**config.mk**
```make
export PLATFORM = sky130hd
export DESIGN_NAME = ps2_kbd_tx
export DESIGN_NICKNAME = d
export VERILOG_FILES = /design/src/rtl/ps2_pkg.sv /design/src/rtl/ps2_frame_ser.sv /design/src/rtl/ps2_kbd_tx.sv
export SDC_FILE = /design/constraint.sdc
export NUM_CORES = 1
export LEC_CHECK = 0
export ABC_AREA = 1
export CAP_MARGIN = 5
export CORE_ASPECT_RATIO = 0.8
export CORE_MARGIN = 2
export CORE_UTILIZATION = 35
export DETAILED_ROUTE_END_ITERATION = 7
export GPL_TIMING_DRIVEN = 0
export PLACE_DENSITY = 0.55
export RECOVER_POWER = 100
export SLEW_MARGIN = 30
export SYNTH_ARGS = -nofsm -noshare
export SYNTH_HDL_FRONTEND = slang
export SYNTH_SLANG_ARGS = --single-unit
```
**constraint.sdc**
```tcl
create_clock -name clk -period 2.1 [get_ports clk]
set_input_delay 0.42 -clock clk [delete_from_list [all_inputs] [get_ports clk]]
set_output_delay 0.42 -clock clk [all_outputs]
set_load 0.005 [all_outputs]
```
**src/rtl/ps2_pkg.sv**
```systemverilog
// Shared constants, state encodings and parity helper for the PS/2 keyboard transmitter.
package ps2_pkg;

  localparam logic [7:0] PS2_BREAK      = 8'hF0;
  localparam logic [7:0] PS2_EXT        = 8'hE0;
  localparam int         PS2_FRAME_BITS = 11;

  // Bit-level line states of one frame plus the inter-frame gap (one-hot).
  typedef enum logic [3:0] {
    ST_IDLE   = 4'b0001,
    ST_BIT_HI = 4'b0010,
    ST_BIT_LO = 4'b0100,
    ST_GAP    = 4'b1000
  } ps2_state_e;

  // Byte-sequence level states owned by the top (one-hot).
  typedef enum logic [2:0] {
    SEQ_IDLE  = 3'b001,
    SEQ_FRAME = 3'b010,
    SEQ_GAP   = 3'b100
  } seq_state_e;

  function automatic logic odd_parity(input logic [7:0] d);
    return ~^d;
  endfunction

endpackage

```
**src/rtl/ps2_frame_ser.sv**
```systemverilog
// Serialises one byte as an 11-bit PS/2 frame: start 0, data LSB first, odd parity, stop 1.
module ps2_frame_ser
  import ps2_pkg::*;
#(
  parameter int CLK_DIV = 8
) (
  input  logic       clk,
  input  logic       rst,
  input  logic       start,
  input  logic [7:0] tx_byte,
  output logic       ps2_clk,
  output logic       ps2_data,
  output logic       frame_done,
  output ps2_state_e state
);

  localparam int              PW       = $clog2(CLK_DIV + 1);
  localparam logic [PW-1:0]   PH_LAST  = PW'(CLK_DIV - 1);
  localparam logic [3:0]      LAST_BIT = 4'(PS2_FRAME_BITS - 1);

  ps2_state_e                state_q, state_nxt;
  logic [PW-1:0]             phase_q;
  logic [3:0]                bit_idx_q;
  logic [PS2_FRAME_BITS-1:0] frame_q;
  logic                      data_q;
  logic                      phase_last;
  logic                      bit_adv;

  assign phase_last = (phase_q == PH_LAST);

  always_comb begin
    state_nxt  = state_q;
    frame_done = 1'b0;
    bit_adv    = 1'b0;
    unique case (state_q)
      ST_IDLE: begin
        if (start) state_nxt = ST_BIT_HI;
      end
      ST_BIT_HI: begin
        if (phase_last) state_nxt = ST_BIT_LO;
      end
      ST_BIT_LO: begin
        if (phase_last) begin
          if (bit_idx_q == LAST_BIT) begin
            state_nxt  = ST_IDLE;
            frame_done = 1'b1;
          end else begin
            state_nxt = ST_BIT_HI;
            bit_adv   = 1'b1;
          end
        end
      end
      default: state_nxt = ST_IDLE;
    endcase
  end

  // frame_q[0] always holds the bit currently on the line; it shifts on each new BIT_HI.
  always_ff @(posedge clk) begin
    if (rst) begin
      state_q   <= ST_IDLE;
      phase_q   <= '0;
      bit_idx_q <= '0;
      frame_q   <= '1;
      data_q    <= 1'b1;
    end else begin
      state_q <= state_nxt;
      if ((state_nxt != state_q) || (state_q == ST_IDLE)) phase_q <= '0;
      else                                               phase_q <= phase_q + PW'(1);
      if ((state_q == ST_IDLE) && start) begin
        frame_q   <= {1'b1, odd_parity(tx_byte), tx_byte, 1'b0};
        bit_idx_q <= '0;
        data_q    <= 1'b0;
      end else if (bit_adv) begin
        frame_q   <= {1'b1, frame_q[PS2_FRAME_BITS-1:1]};
        bit_idx_q <= bit_idx_q + 4'd1;
        data_q    <= frame_q[1];
      end else if (frame_done) begin
        data_q <= 1'b1;
      end
    end
  end

  assign ps2_clk  = (state_q != ST_BIT_LO);
  assign ps2_data = data_q;
  assign state    = state_q;

endmodule

```
**src/rtl/ps2_kbd_tx.sv**
```systemverilog
// Device-side PS/2 keyboard transmitter: make / F0-break sequences, framed and gapped.
// Define PS2_TX_EXTENDED_EN to prefix E0 when key_ext is set at accept.
//
// Handshake: a request transfers on the rising clk edge where key_valid & key_ready;
// key_ready is high only in IDLE and nothing is queued while busy.
module ps2_kbd_tx
  import ps2_pkg::*;
#(
  parameter int CLK_DIV   = 8,
  parameter int FRAME_GAP = 16
) (
  input  logic       clk,
  input  logic       rst,
  input  logic [7:0] key_code,
  input  logic       key_release,
  input  logic       key_ext,
  input  logic       key_valid,
  output logic       key_ready,
  output logic       ps2_clk,
  output logic       ps2_data,
  output logic       busy,
  output logic       tx_done
);

  localparam int            GW       = $clog2(FRAME_GAP + 1);
  localparam logic [GW-1:0] GAP_LAST = GW'(FRAME_GAP - 1);

  seq_state_e      seq_q, seq_nxt;
  logic [GW-1:0]   gap_q;
  logic [3:0][7:0] bytes_q, bytes_in;
  logic [1:0]      n_q, n_in;
  logic [1:0]      idx_q, next_idx;
  logic            pending;
  logic            ext_sel;
  logic            ser_start;
  logic [7:0]      ser_byte;
  logic            frame_done;
  ps2_state_e      ser_state;
  logic            ser_idle;

`ifdef PS2_TX_EXTENDED_EN
  assign ext_sel = key_ext;
`else
  logic unused_key_ext;
  assign unused_key_ext = key_ext;
  assign ext_sel        = 1'b0;
`endif

  // Expand the request into its byte list at accept time.
  always_comb begin
    bytes_in = {8'h00, 8'h00, 8'h00, key_code};
    n_in     = 2'd1;
    if (ext_sel && key_release) begin
      bytes_in[0] = PS2_EXT;
      bytes_in[1] = PS2_BREAK;
      bytes_in[2] = key_code;
      n_in        = 2'd3;
    end else if (ext_sel) begin
      bytes_in[0] = PS2_EXT;
      bytes_in[1] = key_code;
      n_in        = 2'd2;
    end else if (key_release) begin
      bytes_in[0] = PS2_BREAK;
      bytes_in[1] = key_code;
      n_in        = 2'd2;
    end
  end

  assign next_idx = idx_q + 2'd1;
  assign pending  = (next_idx < n_q);
  assign ser_idle = (ser_state == ST_IDLE);

  always_comb begin
    seq_nxt   = seq_q;
    ser_start = 1'b0;
    ser_byte  = bytes_q[next_idx];
    tx_done   = 1'b0;
    unique case (seq_q)
      SEQ_IDLE: begin
        if (key_valid) begin
          seq_nxt   = SEQ_FRAME;
          ser_start = 1'b1;
          ser_byte  = bytes_in[0];
        end
      end
      SEQ_FRAME: begin
        if (frame_done) seq_nxt = SEQ_GAP;
      end
      SEQ_GAP: begin
        if (gap_q == GAP_LAST) begin
          if (pending && ser_idle) begin
            seq_nxt   = SEQ_FRAME;
            ser_start = 1'b1;
          end else begin
            seq_nxt = SEQ_IDLE;
            tx_done = 1'b1;
          end
        end
      end
      default: seq_nxt = SEQ_IDLE;
    endcase
  end

  always_ff @(posedge clk) begin
    if (rst) begin
      seq_q   <= SEQ_IDLE;
      gap_q   <= '0;
      bytes_q <= '0;
      n_q     <= '0;
      idx_q   <= '0;
    end else begin
      seq_q <= seq_nxt;
      if ((seq_q == SEQ_GAP) && (seq_nxt == SEQ_GAP)) gap_q <= gap_q + GW'(1);
      else                                             gap_q <= '0;
      if ((seq_q == SEQ_IDLE) && key_valid) begin
        bytes_q <= bytes_in;
        n_q     <= n_in;
        idx_q   <= '0;
      end else if ((seq_q == SEQ_GAP) && ser_start) begin
        idx_q <= next_idx;
      end else if (tx_done) begin
        n_q   <= '0;
        idx_q <= '0;
      end
    end
  end

  assign key_ready = (seq_q == SEQ_IDLE);
  assign busy      = ~key_ready;

  ps2_frame_ser #(
    .CLK_DIV(CLK_DIV)
  ) u_ser (
    .clk       (clk),
    .rst       (rst),
    .start     (ser_start),
    .tx_byte   (ser_byte),
    .ps2_clk   (ps2_clk),
    .ps2_data  (ps2_data),
    .frame_done(frame_done),
    .state     (ser_state)
  );

endmodule

```
# ---- Yosys cells after proc, flatten, opt, wreduce, memory -nomap -nowiden
# Index checks and enable logic that the tools add are counted.
dict set report op_classes {
  addsub 4
  eq_ne 13
  bitwise 2
  n_reduce_logical 16
  order_cmp 2
  mux 38
}
# operator n
set op_table {}
lappend op_table {{two-way mux 8 bit} 3}
lappend op_table {{two-way mux 10 bit} 2}
lappend op_table {{binary-select mux 8 bit (select 2 bit)} 1}
lappend op_table {{two-way mux 16 bit} 1}
lappend op_table {{two-way mux 1 bit} 15}
lappend op_table {{two-way mux 2 bit} 7}
lappend op_table {{two-way mux 4 bit} 3}
lappend op_table {{case mux 4 bit (3 select lines)} 1}
lappend op_table {{two-way mux 3 bit} 3}
lappend op_table {{case mux 3 bit (3 select lines)} 1}
lappend op_table {{adder 4 x 1 -> 4 bit (second input constant)} 2}
lappend op_table {{== test 4 x 3 -> 1 bit (second input constant)} 2}
lappend op_table {{OR reduction 2 bit} 4}
lappend op_table {{XNOR reduction 8 bit} 1}
lappend op_table {{== test 3 bit (second input constant)} 2}
lappend op_table {{nonzero test 2 bit} 3}
lappend op_table {{adder 5 x 1 -> 5 bit (second input constant)} 1}
lappend op_table {{== test 5 x 4 -> 1 bit (second input constant)} 1}
lappend op_table {{logical AND 1 bit} 5}
lappend op_table {{== test 4 x 1 -> 1 bit (second input constant)} 1}
lappend op_table {{== test 4 x 2 -> 1 bit (second input constant)} 1}
lappend op_table {{== test 4 bit (second input constant)} 1}
lappend op_table {{inequality test 4 x 3 -> 1 bit (second input constant)} 1}
lappend op_table {{inequality test 4 bit} 1}
lappend op_table {{11 further kinds} 12}
dict set report totals {
  output_inout_bits 5
  wordCells 86
  register_bits 51
}

# ---- Logic depth before layout (Yosys ltp)
dict set report depth {
  word_depth 11
  ltp_mapped 17
  mapped_depth_nobuf 16
}

# ---- Hierarchy
# A second synthesis with hierarchy kept.
dict set report unflattened {
  cells_unflattened 325
  area_unflattened_um2 2498.6
}
# module area_per_inst_um2 n_inst cells_each
set modules_own_cells {}
lappend modules_own_cells {ps2_kbd_tx 1265.0 1 169}
lappend modules_own_cells {ps2_frame_ser 1233.7 1 156}

# ---- Worst setup path before layout
# No wires, ideal clock.
dict set report synth_path {
  kind {register to register}
  from {reg idx_q[1]}
  to {reg u_ser.frame_q[8]}
  path_stages_with_launch 14
  period_less_slack_ns 1.953
  t_required_ns 1.960
  setup_slack_ns 0.147
  t_arrival_ns 1.813
  n_path_buf 2
  setup_ns 0.140
  path_cell_list {dfxtp_1 buf_2 nor2_4 nor2_1 ha_1 inv_1 a21oi_2 nor3_2 nand3_1 nand2_1 nand2_1 buf_2 nand3_1 o2111ai_1}
}
dict set report synth_via {
  elab_chain_cells 8
  word_cells_on_any_way 13
}
# item line
set synth_rtl {}
lappend synth_rtl {{from (decl)} ps2_kbd_tx.sv:32} ;# logic [1:0] idx_q, next_idx;
lappend synth_rtl {{from (signal assigned)} ps2_kbd_tx.sv:120} ;# idx_q <= next_idx;
lappend synth_rtl {{adder 2 x 1 -> 2 bit (*)} ps2_kbd_tx.sv:69} ;# assign next_idx = idx_q + 2'd1;
lappend synth_rtl {{< comparator 2 bit} ps2_kbd_tx.sv:70} ;# assign pending = (next_idx < n_q);
lappend synth_rtl {{logical AND 1 bit} ps2_kbd_tx.sv:91} ;# if (pending && ser_idle) begin
lappend synth_rtl {{two-way mux 1 bit} ps2_kbd_tx.sv:91}
lappend synth_rtl {{two-way mux 1 bit} ps2_kbd_tx.sv:90} ;# if (gap_q == GAP_LAST) begin
lappend synth_rtl {{case mux 1 bit (2 select lines)} ps2_kbd_tx.sv:78} ;# unique case (seq_q)
lappend synth_rtl {{logical AND 1 bit} ps2_frame_ser.sv:69} ;# if ((state_q == ST_IDLE) && start) begin
lappend synth_rtl {{two-way mux 10 bit / nonzero test 2 bit (equally long branches)} -}
lappend synth_rtl {{to (signal assigned)} ps2_frame_ser.sv:70} ;# frame_q <= {1'b1, odd_parity(tx_byte), tx_byte, 1'b0};
lappend synth_rtl {{to (signal assigned)} ps2_frame_ser.sv:74} ;# frame_q <= {1'b1, frame_q[PS2_FRAME_BITS-1:1]};
lappend synth_rtl {{to (decl)} ps2_frame_ser.sv:24} ;# logic [PS2_FRAME_BITS-1:0] frame_q;
# Mark *: on every way between the ends. The rest lies on a longest branch, timed or not. The select of a mux whose other input is x is not followed.
# A chain may end at the register's enable or synchronous reset.

# ---- Worst setup path after layout
dict set report layout_path {
  from {reg idx_q[0]}
  to {out tx_done}
}
dict set report layout_via {
  elab_chain_cells 6
}
# item line
set layout_rtl {}
lappend layout_rtl {{adder 2 x 1 -> 2 bit} ps2_kbd_tx.sv:69}
lappend layout_rtl {{< comparator 2 bit} ps2_kbd_tx.sv:70}
lappend layout_rtl {{logical AND 1 bit} ps2_kbd_tx.sv:91}
lappend layout_rtl {{two-way mux 1 bit} ps2_kbd_tx.sv:91}
lappend layout_rtl {{two-way mux 1 bit} ps2_kbd_tx.sv:90}
lappend layout_rtl {{two-way mux 1 bit} ps2_kbd_tx.sv:78}
lappend layout_rtl {{to (decl)} ps2_kbd_tx.sv:22} ;# output logic tx_done
# Every way passes these cells.

==> impl_metrics.tcl <==
set metrics [dict create \
    hold_buffers 0 \
    cts_max_level 2 \
    layout.nets 426 \
    path_cells "buf_6 -> nand2_4 -> inv_4 -> nor2_4 -> ha_4 -> inv_2 -> a21oi_2 -> nor3_2 -> nor2_2 -> buf_2" \
    end_kind "primary output" \
    die_area_um2 8040 \
    synth_top_family_by_area "simple AND/OR/NAND/NOR gates" \
    die_y_um 80.6 \
    worst_pin_slew_ns 0.697 \
    rr_startpoint "idx_q[0]" \
    cpMaxStageDelayCell "dfxtp_2" \
    layout-drive-gt1-share 0.174 \
    synth_seq_cells 50 \
    first_iter_violations 127 \
    yosysSeqAreaShare 0.390 \
    cp_top_family "simple AND/OR/NAND/NOR gates" \
    grt_util_all_layers 0.166 \
    cpPeakStageDelay_ns 0.34 \
    synthTopCellsByArea "dfxtp_1 (39%), nand2_1 (17%), inv_1 (7.0%)" \
    rsz0062_at_grt "true" \
    synth_mux_area_frac 0 \
    dominantRegCellSynth "dfxtp_1" \
    pin_count 18 \
    synth.distinct_cells 36 \
    critical_path_buf_inv_count 4 \
    hold_class "register to register" \
    synthTopCellsByCount "nand2_1 (115), dfxtp_1 (50), inv_1 (48)" \
    grt_overflow 0 \
    hpwlAfterDp_um 4320 \
    row_count 27 \
    p_per_area_nw_per_um2 699 \
    worst_ep_arrival_time_ns 1.66 \
    drc 0 \
    antenna_found_initial 0 \
    layout_min_cycle_time_ns 2.08 \
    peakVddDrop_uv 315 \
    hold_viol 0 \
    grt_pass1_vias 2374 \
    clock_skew_ns 0.00948 \
    cp.depth 10 \
    path_class "register to primary output" \
    chipWidth_um 99.8 \
    startpoint_type "register" \
    fp.coreArea_um2 6990 \
    avgSynthCellArea_um2 6.83 \
    crit_start "idx_q[0]" \
    numCtsBuffers 5 \
    grt_pass1_wl_um 10700 \
    synth-xor-area-share 0.0239 \
    setup_viol 0 \
    yosys.area_share.adder 0.0292 \
    min_to "gap_q[0]" \
    cp_data_required_time_ns 1.68 \
    worstHoldPathCells 1 \
    synth_edf_count 0 \
    io_buffers 14 \
    syn_nets 395 \
    syn2layout_area_growth_pct 24.6 \
    yosys_warnings 0 \
    r2r_slack_ns 0.03 \
    clock-sinks 50 \
    synth_top_area_frac 0.390 \
    final.setup.tns_ns 0 \
    reg2reg_depth 15 \
    dr.pass1.iters 4 \
    path_clk_slew_ns 0.10 \
    outcome "finished, final reports clean" \
    synthSimpleGateAreaFrac 0.356 \
    wl_per_cell_um 12.4 \
    via_per_inst 4.89 \
    clkLatencyLatePin_ns 0.32 \
    cap_violations 0 \
    root_buffer "clkbuf_8" \
    cts_tree "built" \
    start_util 0.367 \
    vias 2423 \
    cts_buffer_depth 2 \
    p_leak_nw 1.55 \
    fin_util 0.458 \
    drt_wl_total_um 6160 \
    synthCells 376 \
    fmax_mhz 481 \
    path_max_fanout 2 \
    grt_start_max_net_pins 17 \
    synth_compound_area_frac 0.0974 \
    yosysMostFrequentCell "nand2_1" \
    netlist_area_um2 2570 \
    synth_largest_area_cell "dfxtp_1" \
    gp_congestion 0.824 \
    drv_slew 0 \
    async_flop_share 0 \
    detail-route-antenna-nets 0 \
    hold_start "gap_q[0]" \
    diodes 0 \
    timing.final.crit_share 0.991 \
    slew_headroom 0.535 \
    r2r_end "u_ser.frame_q[1]" \
]
## cells by family (layout without fill, tap and decap cells)
logic type,count (synthesis),after routing
AO/OA/AOI/OAI,40,40
buffers and inverters,65,97
AND/OR/NAND/NOR,207,207
flip-flops,50,50
adder cells (fa/ha/maj),6,6
other,1,1
XOR/XNOR,7,7
## sequential cells by signal, indices dropped and copies added, names as in the netlist
signal / count
idx_q: 2
gap_q: 5
bytes_q: 16
u_ser.phase_q: 4
n_q: 2
seq_q: 3
u_ser.bit_idx_q: 4
u_ser.ps2_data: 1
u_ser.state: 4
u_ser.frame_q: 9
## per-layer routing
layer  GRT usage  vias up  routed length [um]
met3      0.0331       14                 167
li1            -     1260                   -
met1       0.221     1118                3130
met2       0.270       31                2760
met5           0        -                   0
met4      0.0548        0                 106
## repair_timing
item | CTS | global route
pin swaps | 7 | 12
buffers inserted | 8 | 2
resized for setup | 19 | 30
cloned | 0 | 1
setup endpoints to repair | 21 | 21
## worst reg2reg max path, cell delays in order (launching register included)
cell and delay, ns:
dfxtp_2 0.34, buf_6 0.11, nand2_4 0.05, inv_4 0.04, nor2_4 0.11, ha_4 0.22
inv_2 0.05, a21oi_2 0.03, nor3_2 0.21, buf_4 0.15, nand3_2 0.07, nand2_2 0.11
nand2_4 0.11, clkbuf_16 0.19, nand3_2 0.06, o2111ai_1 0.08
## how the worst max path moves through the flow
stage / to / slack (ns)
after floorplan: u_ser.frame_q[8] / 0.15
after global placement: tx_done / -0.35
after detailed placement: tx_done / -0.35
after CTS: tx_done / -0.03
after global routing: u_ser.frame_q[8] / -0.12
final: tx_done / 0.02
## power breakdown
group	total, mW	switching (mW)	leakage [nW]	internal, mW
logic	0.384	0.230	1.07	0.153
registers	1.03	0.0312	0.409	0.994
clock network	0.829	0.352	0.0683	0.478
total	2.24	0.613	1.55	1.63
## layout by cell type (no fill, tap or decap), types with 2 or more instances in the layout
master           Yosys  routed
o2111ai_1            8       6
ha_1                 6       4
buf_6                1       2
buf_4                1       9
nand3_4              1       2
o2111ai_2            0       2
clkdlybuf4s50_1      0      12
o21ai_0              6       6
bufinv_16            0       2
a21oi_1             16      16
nand2_2              4       6
dfxtp_1             50      47
nand3_2              1       8
nand4_1             10      10
inv_2                3       3
dfxtp_2              0       3
buf_2                6       2
nand3_1             31      23
nor2_1              36      28
xor2_1               5       5
inv_4                0       2
nand2_1            115     110
nor2_2               3      10
inv_1               48      47
a31oi_1              3       3
nor3_1               2       2
nor2_4               1       2
xnor2_1              2       2
clkbuf_8             0       5
nand2_4              0       2
clkbuf_1             5       7
## area by class of cell
| type | count | area, um2 |
|---|---|---|
| clock buffer | 5 | 68.8 |
| tap | 87 | 109 |
| inverter | 52 | 200 |
| clock inverter | 3 | 68.8 |
| sequential | 50 | 1000 |
| multi-input combinational | 261 | 1440 |
| timing repair buffer | 25 | 231 |
| fill | 727 | 3790 |
| buffer | 12 | 77.6 |
## per-stage QoR
step / total power [mW] / setup WS (ns) / hold WS [ns] / cells / area (um2)
floorplan: 1.28 / 0.147 / 0.418 / 376 / 2570
global placement: 1.38 / -0.351 / 0.434 / 477 / 2820
detailed placement: 1.38 / -0.353 / 0.438 / 477 / 2820
CTS: 2.22 / -0.0337 / 0.453 / 493 / 3060
global route: 2.36 / -0.120 / 0.475 / 495 / 3200
finish: 2.24 / 0.0189 / 0.453 / 495 / 3200
Note: power is estimated with default switching activity, not from simulation.
